File: src/rtl/uart_pkg.sv
// Shared UART definitions: receiver state encoding, line levels and the
// clocks-per-bit helper. The transmitter and its baud counter use the same items.
// Latency: n/a (package). Backpressure: n/a.
package uart_pkg;

    typedef enum logic [2:0] {
        RX_IDLE,
        RX_START,
        RX_DATA,
        RX_PARITY,
        RX_STOP,
        RX_WAIT_HIGH
    } rx_state_t;

    localparam logic IDLE_LEVEL  = 1'b1;
    localparam logic START_LEVEL = 1'b0;

    // Rounded number of system clocks per serial bit.
    function automatic int clks_per_bit(input real clock, input real baud);
        return int'(clock / baud);
    endfunction

endpackage

File: src/rtl/uart_rx_bit_timer.sv
// Bit timer: down-counter that ticks once per bit period, loadable to half or full period.
// Latency: tick_o is high in the cycle the counter reads 0; it auto-reloads to a full period.
// Backpressure: none; free-running while en_i is high, parked at 0 otherwise.
//
// Ports:
//   clk_i, rst_i   clock, async active-high reset
//   en_i           count enable (receiver not idle)
//   load_half_i    load CLKS_PER_BIT/2-1: next tick lands on the start-bit midpoint
//   load_full_i    load CLKS_PER_BIT-1: next tick one full bit later
//   tick_o         sample strobe
module uart_rx_bit_timer #(
    parameter int CLKS_PER_BIT = 5,
    parameter int CW           = $clog2(CLKS_PER_BIT + 1)
) (
    input  logic clk_i,
    input  logic rst_i,
    input  logic en_i,
    input  logic load_half_i,
    input  logic load_full_i,
    output logic tick_o
);

    localparam logic [CW-1:0] HALF_M1 = CW'(CLKS_PER_BIT / 2 - 1);
    localparam logic [CW-1:0] FULL_M1 = CW'(CLKS_PER_BIT - 1);

    logic [CW-1:0] cnt_q;
    logic [CW-1:0] cnt_d;

    always_comb begin
        cnt_d = cnt_q;
        if (load_half_i) begin
            cnt_d = HALF_M1;
        end else if (load_full_i) begin
            cnt_d = FULL_M1;
        end else if (!en_i) begin
            cnt_d = '0;
        end else if (cnt_q == '0) begin
            cnt_d = FULL_M1;
        end else begin
            cnt_d = cnt_q - CW'(1);
        end
    end

    always_ff @(posedge clk_i or posedge rst_i) begin
        if (rst_i) begin
            cnt_q <= '0;
        end else begin
            cnt_q <= cnt_d;
        end
    end

    assign tick_o = en_i && (cnt_q == '0);

endmodule

File: src/rtl/uart_receiver.sv
// UART receiver: start/DATA_BITS (LSB first)/[even parity]/stop, mid-bit sampling, valid/ready output.
// Latency: rx_valid_o rises 2 + CLKS_PER_BIT/2 + (DATA_BITS+1)*CLKS_PER_BIT + 1 clocks after the rx_i fall.
// Backpressure: one-byte holding register; a good frame arriving while it is unaccepted is dropped with overrun_o.
//
// Ports:
//   clk_i, rst_i        clock, async active-high reset
//   rx_i                serial line (idle high, asynchronous)
//   rx_data_o/_valid_o  received byte, held until rx_ready_i
//   rx_ready_i          consumer accept
//   frame_err_o         1-cycle pulse: stop bit sampled low
//   overrun_o           1-cycle pulse: good frame lost to an unaccepted byte
//   busy_o              receiver not idle
//   parity_err_o        (only with UART_RX_PARITY_EN) 1-cycle pulse: even-parity mismatch
module uart_receiver
    import uart_pkg::*;
#(
    parameter real CLOCK        = 100e6,
    parameter real BAUD_RATE    = 20e6,
    parameter int  DATA_BITS    = 8,
    parameter int  CLKS_PER_BIT = clks_per_bit(CLOCK, BAUD_RATE),
    parameter int  CW           = $clog2(CLKS_PER_BIT + 1)
) (
    input  logic                 clk_i,
    input  logic                 rst_i,
    input  logic                 rx_i,
    output logic [DATA_BITS-1:0] rx_data_o,
    output logic                 rx_valid_o,
    input  logic                 rx_ready_i,
    output logic                 frame_err_o,
    output logic                 overrun_o,
`ifdef UART_RX_PARITY_EN
    output logic                 parity_err_o,
`endif
    output logic                 busy_o
);

    logic                 sync1_q;
    logic                 sync2_q;
    logic                 rxs;
    rx_state_t            state_q;
    logic [3:0]           bit_q;
    logic [DATA_BITS-1:0] shift_q;
    logic [DATA_BITS-1:0] rx_data_q;
    logic                 rx_valid_q;
    logic                 frame_err_q;
    logic                 overrun_q;
    logic                 busy_q;
    logic                 tick;
    logic                 load_half;
    logic                 load_full;
    logic                 par_bad;

    // Two-flop synchronizer, reset to the idle line level so reset never looks like a start bit.
    always_ff @(posedge clk_i or posedge rst_i) begin
        if (rst_i) begin
            sync1_q <= IDLE_LEVEL;
            sync2_q <= IDLE_LEVEL;
        end else begin
            sync1_q <= rx_i;
            sync2_q <= sync1_q;
        end
    end

    assign rxs = sync2_q;

    // Half-period load on the start edge puts every later tick at a bit midpoint.
    assign load_half = (state_q == RX_IDLE) && (rxs == START_LEVEL);
    assign load_full = (state_q == RX_START) && tick && (rxs == START_LEVEL);

    uart_rx_bit_timer #(
        .CLKS_PER_BIT (CLKS_PER_BIT),
        .CW           (CW)
    ) u_bit_timer (
        .clk_i        (clk_i),
        .rst_i        (rst_i),
        .en_i         (state_q != RX_IDLE),
        .load_half_i  (load_half),
        .load_full_i  (load_full),
        .tick_o       (tick)
    );

`ifdef UART_RX_PARITY_EN
    logic par_q;
    logic parity_err_q;
    assign par_bad      = ^{shift_q, par_q};
    assign parity_err_o = parity_err_q;
`else
    assign par_bad = 1'b0;
`endif

    always_ff @(posedge clk_i or posedge rst_i) begin
        if (rst_i) begin
            state_q     <= RX_IDLE;
            bit_q       <= '0;
            shift_q     <= '0;
            rx_data_q   <= '0;
            rx_valid_q  <= 1'b0;
            frame_err_q <= 1'b0;
            overrun_q   <= 1'b0;
            busy_q      <= 1'b0;
`ifdef UART_RX_PARITY_EN
            par_q        <= 1'b0;
            parity_err_q <= 1'b0;
`endif
        end else begin
            frame_err_q <= 1'b0;
            overrun_q   <= 1'b0;
`ifdef UART_RX_PARITY_EN
            parity_err_q <= 1'b0;
`endif
            // Acceptance clears valid; a frame completing this cycle may re-set it below.
            if (rx_valid_q && rx_ready_i) begin
                rx_valid_q <= 1'b0;
            end

            case (state_q)
                RX_IDLE: begin
                    if (rxs == START_LEVEL) begin
                        state_q <= RX_START;
                        busy_q  <= 1'b1;
                    end
                end
                RX_START: begin
                    if (tick) begin
                        if (rxs == START_LEVEL) begin
                            state_q <= RX_DATA;
                            bit_q   <= '0;
                        end else begin
                            // Line went back high before mid-start: glitch, ignore.
                            state_q <= RX_IDLE;
                            busy_q  <= 1'b0;
                        end
                    end
                end
                RX_DATA: begin
                    if (tick) begin
                        shift_q <= {rxs, shift_q[DATA_BITS-1:1]};
                        bit_q   <= bit_q + 4'd1;
                        if (bit_q == 4'(DATA_BITS - 1)) begin
`ifdef UART_RX_PARITY_EN
                            state_q <= RX_PARITY;
`else
                            state_q <= RX_STOP;
`endif
                        end
                    end
                end
`ifdef UART_RX_PARITY_EN
                RX_PARITY: begin
                    if (tick) begin
                        par_q   <= rxs;
                        state_q <= RX_STOP;
                    end
                end
`endif
                RX_STOP: begin
                    if (tick) begin
`ifdef UART_RX_PARITY_EN
                        parity_err_q <= par_bad;
`endif
                        if (rxs == IDLE_LEVEL) begin
                            // Back to idle at the stop midpoint so a following start edge is caught.
                            state_q <= RX_IDLE;
                            busy_q  <= 1'b0;
                            if (!par_bad) begin
                                if (!rx_valid_q || rx_ready_i) begin
                                    rx_data_q  <= shift_q;
                                    rx_valid_q <= 1'b1;
                                end else begin
                                    overrun_q <= 1'b1;
                                end
                            end
                        end else begin
                            frame_err_q <= 1'b1;
                            state_q     <= RX_WAIT_HIGH;
                        end
                    end
                end
                RX_WAIT_HIGH: begin
                    // Hold off through a break until the line returns to idle.
                    if (rxs == IDLE_LEVEL) begin
                        state_q <= RX_IDLE;
                        busy_q  <= 1'b0;
                    end
                end
                default: begin
                    state_q <= RX_IDLE;
                    busy_q  <= 1'b0;
                end
            endcase
        end
    end

    assign rx_data_o   = rx_data_q;
    assign rx_valid_o  = rx_valid_q;
    assign frame_err_o = frame_err_q;
    assign overrun_o   = overrun_q;
    assign busy_o      = busy_q;

endmodule

File: config.mk
export PLATFORM = sky130hd
export DESIGN_NAME = uart_receiver
export DESIGN_NICKNAME = d
export VERILOG_FILES = /design/src/rtl/uart_pkg.sv /design/src/rtl/uart_rx_bit_timer.sv /design/src/rtl/uart_receiver.sv
export SDC_FILE = /design/constraint.sdc
export NUM_CORES = 1
export LEC_CHECK = 0
export BUFFER_PORTS_ARGS = -buffer_cell sky130_fd_sc_hd__buf_2
export CAP_MARGIN = 20
export CORE_UTILIZATION = 35
export DETAILED_ROUTE_END_ITERATION = 16
export GPL_ROUTABILITY_DRIVEN = 1
export MAX_ROUTING_LAYER = met4
export PLACE_DENSITY = 0.55
export REMOVE_ABC_BUFFERS = 1
export SLEW_MARGIN = 10
export SYNTH_ARGS = -nofsm -noshare
export SYNTH_HDL_FRONTEND = slang
export SYNTH_SLANG_ARGS = --single-unit
export TNS_END_PERCENT = 100
File: constraint.sdc
create_clock -name clk_i -period 1.97 [get_ports clk_i]
set_input_delay 0.2955 -clock clk_i [delete_from_list [all_inputs] [get_ports clk_i]]
set_output_delay 0.2955 -clock clk_i [all_outputs]
set_load 0.005 [all_outputs]
### Word-level counts from Yosys, hierarchy flattened

Cells that the tools add are included.

| operators by class | value |
|---|---|
| add/sub/neg operators | 2 |
| bitwise operators | 2 |
| eq/ne operators | 13 |
| multiplexer cells | 33 |
| reduce and logical (&&, ||, !) cells | 17 |

Operators with widths:

| cell | number |
|---|---|
| 3-bit two-way mux | 11 |
| 1-bit two-way mux | 15 |
| 3-bit one-hot mux with 5 select lines | 1 |
| 2-bit inequality test (second input constant) | 7 |
| 4-bit two-way mux | 3 |
| 4-bit one-hot mux with 2 select lines | 1 |
| 4-bit AND reduction | 2 |
| 3-bit == test (second input constant) | 2 |
| 3-bit logical NOT | 2 |
| 6-bit AND reduction | 1 |
| 1-bit logical AND | 5 |
| 4-bit by 1-bit adder with 4-bit output (second input constant) | 1 |
| 4-bit by 3-bit == test with 1-bit output (second input constant) | 1 |
| 1-bit one-hot mux with 4 select lines | 1 |
| 3-bit by 1-bit == test with 1-bit output (second input constant) | 1 |
| 3-bit by 2-bit == test with 1-bit output (second input constant) | 1 |
| 3-bit AND reduction | 1 |
| 3-bit nonzero test | 1 |
| 3-bit by 1-bit subtractor with 3-bit output (second input constant) | 1 |
| 2-bit two-way mux | 1 |
| 2-bit by 1-bit inequality test with 1-bit output (second input constant) | 1 |
| 1-bit inverter | 2 |
| 2-bit AND reduction | 1 |
| 2-bit nonzero test | 1 |
| other kinds (3) | 3 |

| word-level totals | value |
|---|---|
| output and inout port bits | 12 |
| word-level logic and storage cells | 78 |
| bits of input ports | 4 |
| register bits | 32 |

### Longest topological paths before layout

| logic depth | value |
|---|---|
| depth after elaboration | 6 |
| depth in mapped cells | 6 |

### Hierarchy

From an unflattened synthesis, not the netlist that was laid out.

| unflattened totals | value |
|---|---|
| cell total of the unflattened synthesis | 135 |
| area total of the unflattened synthesis | 1436.4 µm² |

By module, submodules not included:

| module | instances | seq. area each (µm²) | area each (µm²) | cells each |
|---|---|---|---|---|
| uart_receiver | 1 | 728.2 | 1288.7 | 121 |
| uart_rx_bit_timer | 1 | 75.1 | 147.6 | 14 |

### Worst setup path before layout

Ideal clock, no wire load.

| timing | value |
|---|---|
| path type | register to register |
| start | register u_bit_timer.cnt_q[1] |
| end | register rx_data_q[0] (netlist: rx_data_o[0]) |
| setup slack | 0.356 ns |
| stages on the path, launching flop included | 6 |
| library setup time | 0.125 ns |
| data arrival time | 1.489 ns |
| path buffers | 1 |
| cells stage by stage | dfrtp_1 -> nor4_4 -> nand3_1 -> nor2b_1 -> buf_4 -> mux2_2 |

| on the way | value |
|---|---|
| cells in the longest elaborated chain, start to end | 3 |

Ends and longest elaborated chain:

| element | line | source |
|---|---|---|
| from (decl) | uart_rx_bit_timer.sv:26 | `logic [CW-1:0] cnt_q;` |
| from (signal assigned) | uart_rx_bit_timer.sv:48 | `cnt_q <= cnt_d;` |
| 3-bit logical NOT | uart_rx_bit_timer.sv:52 | `assign tick_o = en_i && (cnt_q == '0);` |
| 1-bit logical AND | uart_rx_bit_timer.sv:52 |  |
| 4-bit AND reduction (no source line) | n/a |  |
| to (signal assigned) | uart_receiver.sv:167 | `rx_data_q <= shift_q;` |
| to (decl) | uart_receiver.sv:43 | `logic [DATA_BITS-1:0] rx_data_q;` |

No other way between the ends.
A chain may end at the register's enable or synchronous reset.

### Final worst setup path

| timing | value |
|---|---|
| start | register state_q[1] |
| end | register rx_data_q[3] (netlist: rx_data_o[3]) |

| on the way | value |
|---|---|
| cells in the longest elaborated chain, start to end | 3 |
| elaborated cells between the ends (all ways) | 4 |
| classes of those cells | eq/ne (1); reduce/logical (3) |

Ends and longest elaborated chain:

| element | line | source |
|---|---|---|
| from (decl) | uart_receiver.sv:40 | `rx_state_t state_q;` |
| from (signal assigned) | uart_receiver.sv:93 | `state_q <= RX_IDLE;` |
| from (signal assigned) | uart_receiver.sv:119 | `state_q <= RX_START;` |
| from (signal assigned) | uart_receiver.sv:126 | `state_q <= RX_DATA;` |
| 3-bit nonzero test | uart_receiver.sv:76 | `.en_i (state_q != RX_IDLE),` |
| 1-bit logical AND | uart_rx_bit_timer.sv:52 |  |
| 4-bit AND reduction (no source line) (*) | n/a |  |

Every way passes the cells marked *; elsewhere a longest branch is shown, timed or not.

==> run metrics <==
drt pass-1 iters 4; class of the worst hold path in -> async; Worst Setup Slack, final 280 ps; final period utilization 85.8%; ANT cells 0; fin crit period 1690 ps; Max Freq 592 MHz; Tightest Pin Transition 423 ps; post-CTS sizing 0; vias per cell 4.99; Arr. time, crit path 1850 ps; top cells by area, synth dfrtp_1 55%, mux2_2 13%, dfstp_2 3.9%; DRC viols 0; crit start category register; Final nets 143; critical-path cell list nor2b_1 > nand3_1 > nor2b_1 > buf_4 > mux2_2; fin. max-slew vios 0; critical-path maximum fanout 9; post-synth cell types 27; clock skew 8.02 ps; fin util 43.1%; number of global-route vias before repair 913; WS Path Type reg -> reg; worst stage delay on the critical path 470 ps; DR iter-0 viols 79; PortBufs 15; layout cell share with drive strength beyond 1 34.1%; clk buf depth 2; post-route ant nets 0; relative slew slack 71.6%; CORE AREA 3690 um^2; Initial Util 36.8%; Post-Place Setup Slack 295 ps; post-CTS setup buffer count 0; share of the synthesized area in the top cell type 55.2%; Clk Latency, worst-skew pair 280 ps; sequential-to-total area share from yosys stat 59.1%; first-pass GRT wire length 4150 um; Leak 0.792 nW; Seq cells post-synth 32; Worst setup EP type register; clock buffer count from CTS 5; Crit. path cell count 5; Synth area leader dfrtp_1; row count 22; CTS tree built; R2R cell count 5; CP delay by family, top simple AND/OR/NAND/NOR gates; most used cell, CP nor2b_1; clock slew at reported path FFs 70 ps; Syn Inst Count 115; Power Density 1170 nW/um^2; mapped cell area 1360 um^2; VDD IR-drop max 0.000489 V; top-level port count 16; RePlAce Congestion 0.765; R2R Setup Slk 280 ps; status finished clean; Fin. Hold Viols 0; Max-Cap Viols 0; synthesis-to-layout area growth 17.1%; data required time at the worst endpoint 2130 ps; die area 4140 um^2; DR vias 929; Num Clock Sinks 32; Synth Warn # 0; drt wl/cell 12.6 um; Worst Path Buf+Inv 1; syn_area_per_cell 11.8 um^2; htree depth 2; Final HPWL DP 1580 um; slowest CP cell dfrtp_1; CTS Hold Bufs 0; Total GRT Usage 14.1%; Die X-Extent 64.3 um; Root Buffer clkbuf_8; largest net degree at the start of global routing 33; Die Ht 64.3 um; Setup TNS 0 ps; total gr overflow 0; initial antenna violation count 0; routed wire length 2340 um; Final Setup Violations 0; RSZ-0062 raised after global routing no
[final timing paths]
path                                   startpoint                       end
min in group clk_i                           rx_i         sync1_q$_DFF_PP1_
max in group asynchronous                   rst_i             rxs$_DFF_PP1_
min                                         rst_i  rx_data_o[2]$_DFFE_PP0P_
max                        state_q[1]$_DFFE_PP0P_  rx_data_o[3]$_DFFE_PP0P_
min reg2reg                     sync1_q$_DFF_PP1_             rxs$_DFF_PP1_
max reg2reg                state_q[1]$_DFFE_PP0P_  rx_data_o[3]$_DFFE_PP0P_
[sequential cells by signal, summed over array words and instances, names as in the netlist]
register and cells:
bit_q 4, busy_o 1, frame_err_o 1, overrun_o 1
rx_data_o 8, rx_valid_o 1, rxs 1, shift_q 8
state_q 3, sync1_q 1, u_bit_timer.cnt_q 3
[cell type report]
type	count	area (um^2)
Clock buffer	6	72.6
Clock inverter	1	5.00
Multi-Input combinational cell	76	523
Tap cell	48	60.1
Sequential cell	32	803
Fill cell	356	2100
Inverter	2	7.51
Timing Repair Buffer	21	120
[tightest hold or removal path: stages]
cell,delay (ps)
buf_2,90
inv_1,40
buf_4,360
[synthesized netlist by cell type]
cell and number:
or4b_1 1, nor3_1 3, clkbuf_1 2, buf_2 2, nand2_1 11, a31oi_1 1
dfrtp_1 30, dfstp_2 2, ha_1 1, nor2b_1 3, nand4b_1 1, a311oi_1 1
a21oi_1 8, buf_4 1, nand2b_1 2, inv_1 2, nor4_4 1, nor2_1 7
mux2_2 16, nand3_1 6, a2bb2oi_1 1, o211ai_1 1, o31ai_1 1, a21o_1 2
nor3_2 1, or3_1 2, o21ai_0 6
[cell usage in the layout, fill, tap and decap left out, drive strengths merged, types with 2 or more instances in the layout]
cell type  count
nor2           7
nor2b          3
inv            2
dfstp          2
buf           21
nor3           4
a21oi          8
nand2         11
a21o           2
clkbuf         6
o21ai          6
nand2b         2
nand3          6
dfrtp         30
or3            2
mux2          16
[routing by layer]
layer / share of wire (%) / vias to the layer above / GRT usage [%]
met5: 0 / - / -
met3: 5.1 / 8 / 4.82
li1: - / 448 / -
met4: 2.4 / 0 / 8.33
met2: 46 / 22 / 20.4
met1: 46 / 451 / 16.9
[per-stage QoR]
stage,power [W],cell area (um^2),std cells,hold slack (ps)
final,0.00186,1590,186,93.0
after global routing,0.00202,1590,186,101
after detailed placement,0.00141,1510,179,347
after global placement,0.00140,1510,179,346
after floorplan,0.00126,1330,110,300
after CTS,0.00188,1590,186,102
[power breakdown]
part | switching [W] | leakage (nW) | internal [W]
Clock | 0.000219 | 0.0410 | 0.000239
Sequential | 0.000141 | 0.421 | 0.000773
Combinational | 0.000263 | 0.330 | 0.000223
Total | 0.000623 | 0.792 | 0.00124
[kinds of logic after synthesis]
logic type      count (synthesis)  share of synthesized area, %
buf+inv                         7                          2.39
simple gates                   38                          15.2
flops                          32                          59.1
fa+ha+maj                       1                         0.921
mux                            16                          13.3
compound gates                 21                          9.12
Power figures use the tool's default switching activity.
